### config.mk
export PLATFORM = sky130hd
export DESIGN_NAME = load_store_unit
export DESIGN_NICKNAME = d
export VERILOG_FILES = /design/src/rtl/load_store_unit.sv
export SDC_FILE = /design/constraint.sdc
export NUM_CORES = 1
export LEC_CHECK = 0
export CAP_MARGIN = 15
export CELL_PAD_IN_SITES_DETAIL_PLACEMENT = 1
export CELL_PAD_IN_SITES_GLOBAL_PLACEMENT = 2
export CORE_ASPECT_RATIO = 1.2
export CORE_MARGIN = 3
export CORE_UTILIZATION = 26
export DETAILED_ROUTE_END_ITERATION = 12
export HOLD_SLACK_MARGIN = 0.12
export PLACE_DENSITY_LB_ADDON = 0.1
export REMOVE_ABC_BUFFERS = 1
export SYNTH_ARGS = -nofsm -noshare
export SYNTH_HDL_FRONTEND = slang
export SYNTH_SLANG_ARGS = --single-unit
### constraint.sdc
create_clock -name CLK -period 5.85 [get_ports CLK]
set_input_delay 1.755 -clock CLK [delete_from_list [all_inputs] [get_ports CLK]]
set_output_delay 1.755 -clock CLK [all_outputs]
set_load 0.02 [all_outputs]
### src/rtl/load_store_unit.sv
// Memory-access stage: turns a load/store in execute into one req/ack bus transaction,
// handles byte-lane steering and load extension, and stalls the core while the access is open.
module load_store_unit #(
  parameter int unsigned TIMEOUT = 255
) (
  input  logic        CLK,
  input  logic        reset,
  input  logic        MemRead,
  input  logic        MemWrite,
  input  logic [2:0]  funct3,
  input  logic [31:0] ALUResult,
  input  logic [31:0] RD2,
  output logic [31:0] ReadData,
  output logic        Stall,
  output logic        AlignErr,
  output logic        BusErr,
  output logic        mem_req,
  output logic        mem_we,
  output logic [31:0] mem_addr,
  output logic [31:0] mem_wdata,
  output logic [3:0]  mem_be,
  input  logic [31:0] mem_rdata,
  input  logic        mem_ack
);

  typedef enum logic [1:0] {
    S_IDLE = 2'd0,
    S_REQ  = 2'd1,
    S_DONE = 2'd2
  } state_t;

  // Last counter value before giving up; the counter starts at 0 on the first REQ cycle.
  localparam logic [7:0] CNT_LAST = 8'(TIMEOUT - 1);

  state_t      r_state;
  state_t      w_next;

  logic        r_mem_req;
  logic        r_mem_we;
  logic [31:0] r_mem_addr;
  logic [31:0] r_mem_wdata;
  logic [3:0]  r_mem_be;
  logic [31:0] r_read_data;
  logic        r_align_err;
  logic        r_bus_err;
  logic [7:0]  r_cnt;
  logic [1:0]  r_ld_size;
  logic        r_ld_unsigned;
  logic [1:0]  r_off;

  logic        w_access;
  logic        w_legal;
  logic        w_misalign;
  logic [3:0]  w_be;
  logic [31:0] w_wdata;
  logic        w_stall;
  logic        w_launch;
  logic        w_align_fail;
  logic        w_take_ack;
  logic        w_timeout;
  logic [7:0]  w_lane_byte;
  logic [15:0] w_lane_half;
  logic [31:0] w_load_ext;

  // ---------------------------------------------------------------------------
  // Request decode: legality, alignment and store lane steering
  // ---------------------------------------------------------------------------
  // NOTE: every always_comb output gets a default first so no path leaves it unassigned (no latch).
  always_comb begin
    w_access   = MemRead | MemWrite;
    w_legal    = 1'b0;
    w_misalign = 1'b0;
    w_be       = 4'b1111;
    w_wdata    = RD2;

    case (funct3)
      3'b000, 3'b001, 3'b010: w_legal = 1'b1;
      3'b100, 3'b101:         w_legal = ~MemWrite;  // unsigned forms exist for loads only
      default:                w_legal = 1'b0;
    endcase

    case (funct3[1:0])
      2'b01:   w_misalign = ALUResult[0];
      2'b10:   w_misalign = |ALUResult[1:0];
      default: w_misalign = 1'b0;
    endcase

    case (funct3[1:0])
      2'b00: begin
        w_be    = 4'b0001 << ALUResult[1:0];
        w_wdata = {4{RD2[7:0]}};
      end
      2'b01: begin
        w_be    = ALUResult[1] ? 4'b1100 : 4'b0011;
        w_wdata = {2{RD2[15:0]}};
      end
      default: begin
        w_be    = 4'b1111;
        w_wdata = RD2;
      end
    endcase
  end

  // ---------------------------------------------------------------------------
  // Load lane select and extension, driven from the lane latched at launch
  // ---------------------------------------------------------------------------
  always_comb begin
    w_lane_byte = mem_rdata[{r_off, 3'b000} +: 8];
    w_lane_half = r_off[1] ? mem_rdata[31:16] : mem_rdata[15:0];
    case (r_ld_size)
      2'b00:   w_load_ext = r_ld_unsigned ? {24'h0, w_lane_byte}
                                          : {{24{w_lane_byte[7]}}, w_lane_byte};
      2'b01:   w_load_ext = r_ld_unsigned ? {16'h0, w_lane_half}
                                          : {{16{w_lane_half[15]}}, w_lane_half};
      default: w_load_ext = mem_rdata;
    endcase
  end

  // ---------------------------------------------------------------------------
  // FSM: state register
  // ---------------------------------------------------------------------------
  // NOTE: sequential state uses non-blocking assignments so every register samples pre-edge values.
  always_ff @(posedge CLK) begin
    if (!reset) r_state <= S_IDLE;
    else        r_state <= w_next;
  end

  // ---------------------------------------------------------------------------
  // FSM: next state and per-cycle control strobes
  // ---------------------------------------------------------------------------
  always_comb begin
    w_next       = r_state;
    w_stall      = 1'b0;
    w_launch     = 1'b0;
    w_align_fail = 1'b0;
    w_take_ack   = 1'b0;
    w_timeout    = 1'b0;

    unique case (r_state)
      S_IDLE: begin
        w_stall = w_access;
        if (w_access) begin
          if (!w_legal || w_misalign) begin
            w_align_fail = 1'b1;
            w_next       = S_DONE;
          end else begin
            w_launch = 1'b1;
            w_next   = S_REQ;
          end
        end
      end
      S_REQ: begin
        w_stall = 1'b1;
        if (mem_ack) begin
          w_take_ack = 1'b1;
          w_next     = S_DONE;
        end else if (r_cnt == CNT_LAST) begin
          w_timeout = 1'b1;
          w_next    = S_DONE;
        end
      end
      S_DONE: begin
        w_next = S_IDLE;
      end
      default: begin
        w_next = S_IDLE;
      end
    endcase
  end

  // ---------------------------------------------------------------------------
  // Bus, result and error registers
  // ---------------------------------------------------------------------------
  always_ff @(posedge CLK) begin
    if (!reset) begin
      r_mem_req     <= 1'b0;
      r_mem_we      <= 1'b0;
      r_mem_addr    <= '0;
      r_mem_wdata   <= '0;
      r_mem_be      <= '0;
      r_read_data   <= '0;
      r_align_err   <= 1'b0;
      r_bus_err     <= 1'b0;
      r_cnt         <= '0;
      r_ld_size     <= '0;
      r_ld_unsigned <= 1'b0;
      r_off         <= '0;
    end else begin
      if (w_launch) begin
        r_mem_req     <= 1'b1;
        r_mem_we      <= MemWrite;
        r_mem_addr    <= {ALUResult[31:2], 2'b00};
        r_mem_be      <= w_be;
        r_mem_wdata   <= w_wdata;
        r_ld_size     <= funct3[1:0];
        r_ld_unsigned <= funct3[2];
        r_off         <= ALUResult[1:0];
        r_cnt         <= '0;
      end

      if (w_align_fail) begin
        r_align_err <= 1'b1;
        r_read_data <= '0;
      end

      if (w_take_ack) begin
        r_mem_req   <= 1'b0;
        r_read_data <= r_mem_we ? 32'h0 : w_load_ext;
      end else if (w_timeout) begin
        r_mem_req   <= 1'b0;
        r_bus_err   <= 1'b1;
        r_read_data <= '0;
      end else if (r_state == S_REQ) begin
        r_cnt <= r_cnt + 8'd1;
      end

      // Errors are a one-cycle report; the core consumes them on the DONE edge.
      if (r_state == S_DONE) begin
        r_align_err <= 1'b0;
        r_bus_err   <= 1'b0;
      end
    end
  end

  assign Stall     = w_stall & reset;
  assign ReadData  = r_read_data;
  assign AlignErr  = r_align_err;
  assign BusErr    = r_bus_err;
  assign mem_req   = r_mem_req;
  assign mem_we    = r_mem_we;
  assign mem_addr  = r_mem_addr;
  assign mem_wdata = r_mem_wdata;
  assign mem_be    = r_mem_be;

endmodule

==> impl_metrics.env, run 1 <==
export IMPL_synth_main_ff_cell="dfxtp_1"
export IMPL_fin_crit_sh_pct=86.28
export IMPL_drt_total_wl_mm=21.77
export IMPL_required_ns=4.09
export IMPL_grt_overflow=0
export IMPL_cp_data_arrival_time_ns=3.29
export IMPL_drv_cap=0
export IMPL_cts_max_level=4
export IMPL_clk_latency_ns=0.42
export IMPL_area_growth_pct=51.32
export IMPL_synthMuxAreaShare_pct=2.920
export IMPL_holdBufCountCts=0
export IMPL_status="complete, no violations"
export IMPL_period_needed_ns=5.048
export IMPL_powerDensity_nw_per_um2=302.4
export IMPL_path_cells="clkdlybuf4s50_1, nor3_1, nor3_1, clkdlybuf4s50_1"
export IMPL_grt_pass1_wl_mm=33.91
export IMPL_max_stage_delay_ns=0.65
export IMPL_final_cell_mix="206 x clkdlybuf4s50_1, 124 x a21oi_1, 117 x dfxtp_1"
export IMPL_diodes=0
export IMPL_fmax_mhz=198.1
export IMPL_synth_fa_ha_area_share_pct=1.141
export IMPL_path_class="in -> out"
export IMPL_synth_area_sq_um=5485
export IMPL_netlist_instances=664
export IMPL_peakVddDrop_mv=0.1885
export IMPL_cts_sinks=117
export IMPL_synthXorXnorAreaFrac_pct=0
export IMPL_path_clk_slew_ns=0.06
export IMPL_port_buffers=206
export IMPL_worstMarginPinSlew_ns=0.9375
export IMPL_viasPerCell=5.202
export IMPL_synth_top_cell_area_share_pct=42.70
export IMPL_setup_viol_count_final=0
export IMPL_core_sq_um=20470
export IMPL_final_common_cell="clkdlybuf4s50_1"
export IMPL_rows=57
export IMPL_startpoint_type="input port"
export IMPL_synth_edf_count=0
export IMPL_initial_core_util_pct=26.80
export IMPL_crit_slowest_cell="clkdlybuf4s50_1"
export IMPL_post_route_util_pct=40.55
export IMPL_ys_ff_latch=117
export IMPL_cts_post_setup_buffers_inserted=0
export IMPL_dp_slack_ns=0.8042
export IMPL_clockBufferDepth=2
export IMPL_synth_warnings=0
export IMPL_drc=0
export IMPL_syn_area_per_cell_sq_um=8.261
export IMPL_grt_usage_pct=18.46
export IMPL_dieWidth_microns=138.6
export IMPL_synthTopCellsByArea="dfxtp_1 43%, a21oi_1 11%, o21ai_0 5.7%, nand3_1 4.5%, o22ai_1 3.6%"
export IMPL_fin_skew_ns=0.009939
export IMPL_drive_above_1_share_pct=7.403
export IMPL_nets=947
export IMPL_whs_ns=0.4664
export IMPL_final_setup_tns_ns=0
export IMPL_min_path_type="reg -> reg"
export IMPL_ant_nets=0
export IMPL_io_pins=209
export IMPL_vias=5805
export IMPL_antenna_found_initial=1
export IMPL_end_kind="output port"
export IMPL_synth_cell_types=55
export IMPL_async_reset_ff_share_pct=0
export IMPL_power_uw=2510
export IMPL_cts_buffers=17
export IMPL_first_global_vias=6143
export IMPL_die_height_microns=165.1
export IMPL_grt_max_degree=81
export IMPL_dpl_hpwl_mm=14.89
export IMPL_hold_viol=0
export IMPL_worst_path_max_fanout=4
export IMPL_cts_resized=0
export IMPL_synth_top_cell_by_area="dfxtp_1"
export IMPL_cts_tree="done"
export IMPL_max_slew_margin_pct=37.50
export IMPL_place_congestion=0.7973
export IMPL_synth_top_family_by_area="compound AO/OA/AOI/OAI gates"
export IMPL_dieArea_sq_um=22880
export IMPL_root_buffer="clkbuf_16"
export IMPL_synth_compound_area_share_pct=32.53
export IMPL_drv_slew=0
export IMPL_wl_per_cell_microns=19.51
export IMPL_yosys_area_share_simple_pct=14.17
export IMPL_worst_slack_ns=0.8024
export IMPL_total_leakage_power_uw=0.002849
export IMPL_yosysSeqAreaShare_pct=42.70
export IMPL_dr_pass1_iters=5
export IMPL_rsz0062_at_grt="false"
export IMPL_filler_cell_count=2370
export IMPL_drt_iter0_drc=253
==> stage by stage <==
stage,std cells,cell area [sq um]
6_report,1116,8300
5_1_grt,1116,8300
4_1_cts,1114,8282
3_5_place_dp,1082,7651
3_3_place_gp,1082,7651
2_1_floorplan,602,5182
==> synth_stat cells (2+ instances only) <==
| cell type | instances |
|---|---|
| inv_1 | 12 |
| o221a_2 | 2 |
| nand4_1 | 2 |
| o21ba_2 | 2 |
| a22o_1 | 8 |
| nand3_1 | 49 |
| or3_1 | 8 |
| mux2i_1 | 16 |
| o21a_1 | 3 |
| a21oi_1 | 124 |
| o21ai_0 | 63 |
| o22ai_1 | 32 |
| buf_4 | 5 |
| o21ai_2 | 5 |
| and3_1 | 3 |
| a311oi_1 | 2 |
| ha_1 | 5 |
| nor4_1 | 2 |
| buf_2 | 8 |
| o21ai_1 | 17 |
| nor2b_1 | 2 |
| dfxtp_1 | 117 |
| buf_6 | 4 |
| and3b_1 | 7 |
| clkbuf_1 | 41 |
| nor3_1 | 7 |
| nand2_1 | 44 |
| a211oi_1 | 26 |
| nand2b_1 | 2 |
| a211o_1 | 6 |
| buf_1 | 4 |
| o211a_1 | 2 |
| nor2_1 | 10 |
| a221oi_1 | 3 |
==> layer usage <==
layer  part of all wire (%)  vias up  global-route usage, %
met5                  0.060        -                      0
met4                    1.2        2                  5.031
met3                    6.7       18                  6.192
met2                     50      155                  32.55
met1                     42     2831                  21.56
li1                       -     2799                      -
==> path summary, 6_finish.rpt <==
kind | slack (ns) | cells past startpoint | to | startpoint
min | 0.47 | 2 | ReadData[4] | ReadData[4]
max reg2reg | 3.21 | 4 | ReadData[20] | r_off[1]
max | 0.80 | 4 | Stall | MemWrite
min reg2reg | 0.47 | 2 | ReadData[4] | ReadData[4]
==> logic make-up after synthesis <==
logic type               Yosys count
multiplexers                      16
adder cells (fa/ha/maj)            5
other                              1
AO/OA/AOI/OAI                    302
AND/OR/NAND/NOR                  147
flip-flops                       117
buffers and inverters             76
==> state kept, by name, summed over array words and instances, names as in the netlist, 2 cells and up <==
| register | flops |
|---|---|
| mem_addr | 30 |
| r_off | 2 |
| r_state | 2 |
| r_cnt | 8 |
| ReadData | 32 |
| r_ld_size | 2 |
| mem_be | 4 |
| mem_wdata | 32 |
==> power by group <==
group | total [uW] | switching (uW) | internal, uW
clock | 1120 | 410 | 715
combinational | 503 | 282 | 221
sequential | 882 | 36.1 | 846
==> critical path, delay by kind of cell <==
family | cells | cell delay (ns)
and+or+nand+nor | 2 | 0.31
buffers and inverters | 2 | 1.22
==> final cells by class <==
cell class	instances	area, sq um	area share [%]
timing repair buffer	217	2148	25.88
sequential	117	2342	28.22
tap	265	331.6	3.995
inverter	13	48.80	0.5879
multi-input combinational	472	2799	33.72
clock inverter	15	205.2	2.472
clock buffer	17	425.4	5.125
Note: power is estimated with default switching activity, not from simulation.
==> run 2, diff against run 1 <==
--- a/config.mk
+++ b/config.mk
@@ -8,7 +8,7 @@
 export CAP_MARGIN = 15
 export CELL_PAD_IN_SITES_DETAIL_PLACEMENT = 1
 export CELL_PAD_IN_SITES_GLOBAL_PLACEMENT = 2
-export CORE_ASPECT_RATIO = 1.2
+export CORE_ASPECT_RATIO = 0.5
 export CORE_MARGIN = 3
 export CORE_UTILIZATION = 26
 export DETAILED_ROUTE_END_ITERATION = 12
==> impl_metrics.env, run 2 (synthesis gave the netlist of run 1 again) <==
export IMPL_rsz0062_at_grt="false"
export IMPL_dieWidth_microns=211.4
export IMPL_worst_slack_ns=0.8358
export IMPL_fmax_mhz=199.4
export IMPL_final_cell_mix="206 x clkdlybuf4s50_1, 124 x a21oi_1, 117 x dfxtp_1"
export IMPL_root_buffer="clkbuf_16"
export IMPL_worstMarginPinSlew_ns=1.026
export IMPL_max_slew_margin_pct=31.49
export IMPL_drt_total_wl_mm=22.12
export IMPL_dp_slack_ns=0.8195
export IMPL_drt_iter0_drc=324
export IMPL_diodes=0
export IMPL_filler_cell_count=2339
export IMPL_core_sq_um=20090
export IMPL_ant_nets=0
export IMPL_port_buffers=206
export IMPL_nets=947
export IMPL_drv_cap=0
export IMPL_antenna_found_initial=0
export IMPL_fin_crit_sh_pct=85.71
export IMPL_dieArea_sq_um=22980
export IMPL_peakVddDrop_mv=0.1827
export IMPL_grt_usage_pct=18.95
export IMPL_grt_overflow=0
export IMPL_cp_data_arrival_time_ns=3.26
export IMPL_cts_post_setup_buffers_inserted=0
export IMPL_path_class="in -> out"
export IMPL_drive_above_1_share_pct=7.294
export IMPL_drc=0
export IMPL_min_path_type="reg -> reg"
export IMPL_dr_pass1_iters=4
export IMPL_path_clk_slew_ns=0.06
export IMPL_final_setup_tns_ns=0
export IMPL_grt_max_degree=81
export IMPL_setup_viol_count_final=0
export IMPL_rows=36
export IMPL_cts_sinks=117
export IMPL_startpoint_type="input port"
export IMPL_io_pins=209
export IMPL_wl_per_cell_microns=19.82
export IMPL_end_kind="output port"
export IMPL_cts_max_level=4
export IMPL_status="complete, no violations"
export IMPL_total_leakage_power_uw=0.002875
export IMPL_multi_input_area_sq_um=2799
export IMPL_drv_slew=0
export IMPL_clk_latency_ns=0.41
export IMPL_area_growth_pct=51.35
export IMPL_grt_pass1_wl_mm=33.98
export IMPL_vias=5752
export IMPL_cts_tree="done"
export IMPL_place_congestion=0.7198
export IMPL_first_global_vias=5830
export IMPL_powerDensity_nw_per_um2=300.9
export IMPL_hold_viol=0
export IMPL_cts_resized=0
export IMPL_required_ns=4.09
export IMPL_initial_core_util_pct=27.30
export IMPL_viasPerCell=5.154
export IMPL_whs_ns=0.4650
export IMPL_worst_path_max_fanout=4
export IMPL_clockBufferDepth=2
export IMPL_period_needed_ns=5.014
export IMPL_fin_skew_ns=0.006006
export IMPL_die_height_microns=108.7
export IMPL_final_common_cell="clkdlybuf4s50_1"
export IMPL_holdBufCountCts=0
export IMPL_dpl_hpwl_mm=14.52
export IMPL_register_area_sq_um=2342
export IMPL_cts_buffers=17
[run 2: cell types whose count changed in the layout (fill, tap and decap cells not counted), moves of 2 or more]
| cell | delta |
|---|---|
| clkinvlp_4 | -6 |
| clkbuf_8 | +5 |
| clkinv_2 | +4 |
| inv_6 | -2 |
[run 2: report_power, final]
group	leakage (uW)	switching, uW	internal [uW]
Sequential	0.000952	37.6	847
Combinational	0.00161	283	223
Clock	0.000312	386	721
Total	0.00288	706	1790
[run 2: layer usage]
layer,track usage (%),wire length (microns)
met5,0,0
met4,5.489,293
met3,4.973,1309
met2,30.17,10070
met1,25.47,10440
[run 2: cell type report]
| cell class | count | area share, % |
|---|---|---|
| inverters | 13 | 0.5878 |
| clock buffers | 22 | 5.953 |
| multi-input cells | 472 | 33.72 |
| flip-flops and latches | 117 | 28.21 |
| clock inverters | 9 | 1.492 |
| repair buffers | 217 | 26.03 |
| well taps | 266 | 4.009 |
[run 2: critical path, cell delays in order]
cell             delay [ns]
clkdlybuf4s50_1        0.57
nor3_1                 0.10
nor3_1                 0.19
clkdlybuf4s50_1        0.64
[run 2: path summary, 6_finish.rpt]
| kind | end | startpoint | slack (ns) | depth (start not counted) |
|---|---|---|---|---|
| worst min-delay path | mem_addr[14] | mem_addr[14] | 0.47 | 2 |
| worst min register to register | mem_addr[14] | mem_addr[14] | 0.47 | 2 |
| worst max register to register | ReadData[21] | r_off[1] | 3.28 | 4 |
| worst max-delay path | Stall | MemWrite | 0.84 | 4 |
[run 2: metrics by stage]
| stage | total power, uW | util, % | std cells | area [sq um] |
|---|---|---|---|---|
| after floorplan | 1137 | - | 602 | 5182 |
| after global placement | 1405 | 38.19 | 1084 | 7672 |
| after detailed placement | 1408 | 38.19 | 1084 | 7672 |
| after CTS | 2528 | 41.27 | 1115 | 8290 |
| after global routing | 2614 | 41.32 | 1116 | 8302 |
| final | 2498 | 41.32 | 1116 | 8302 |
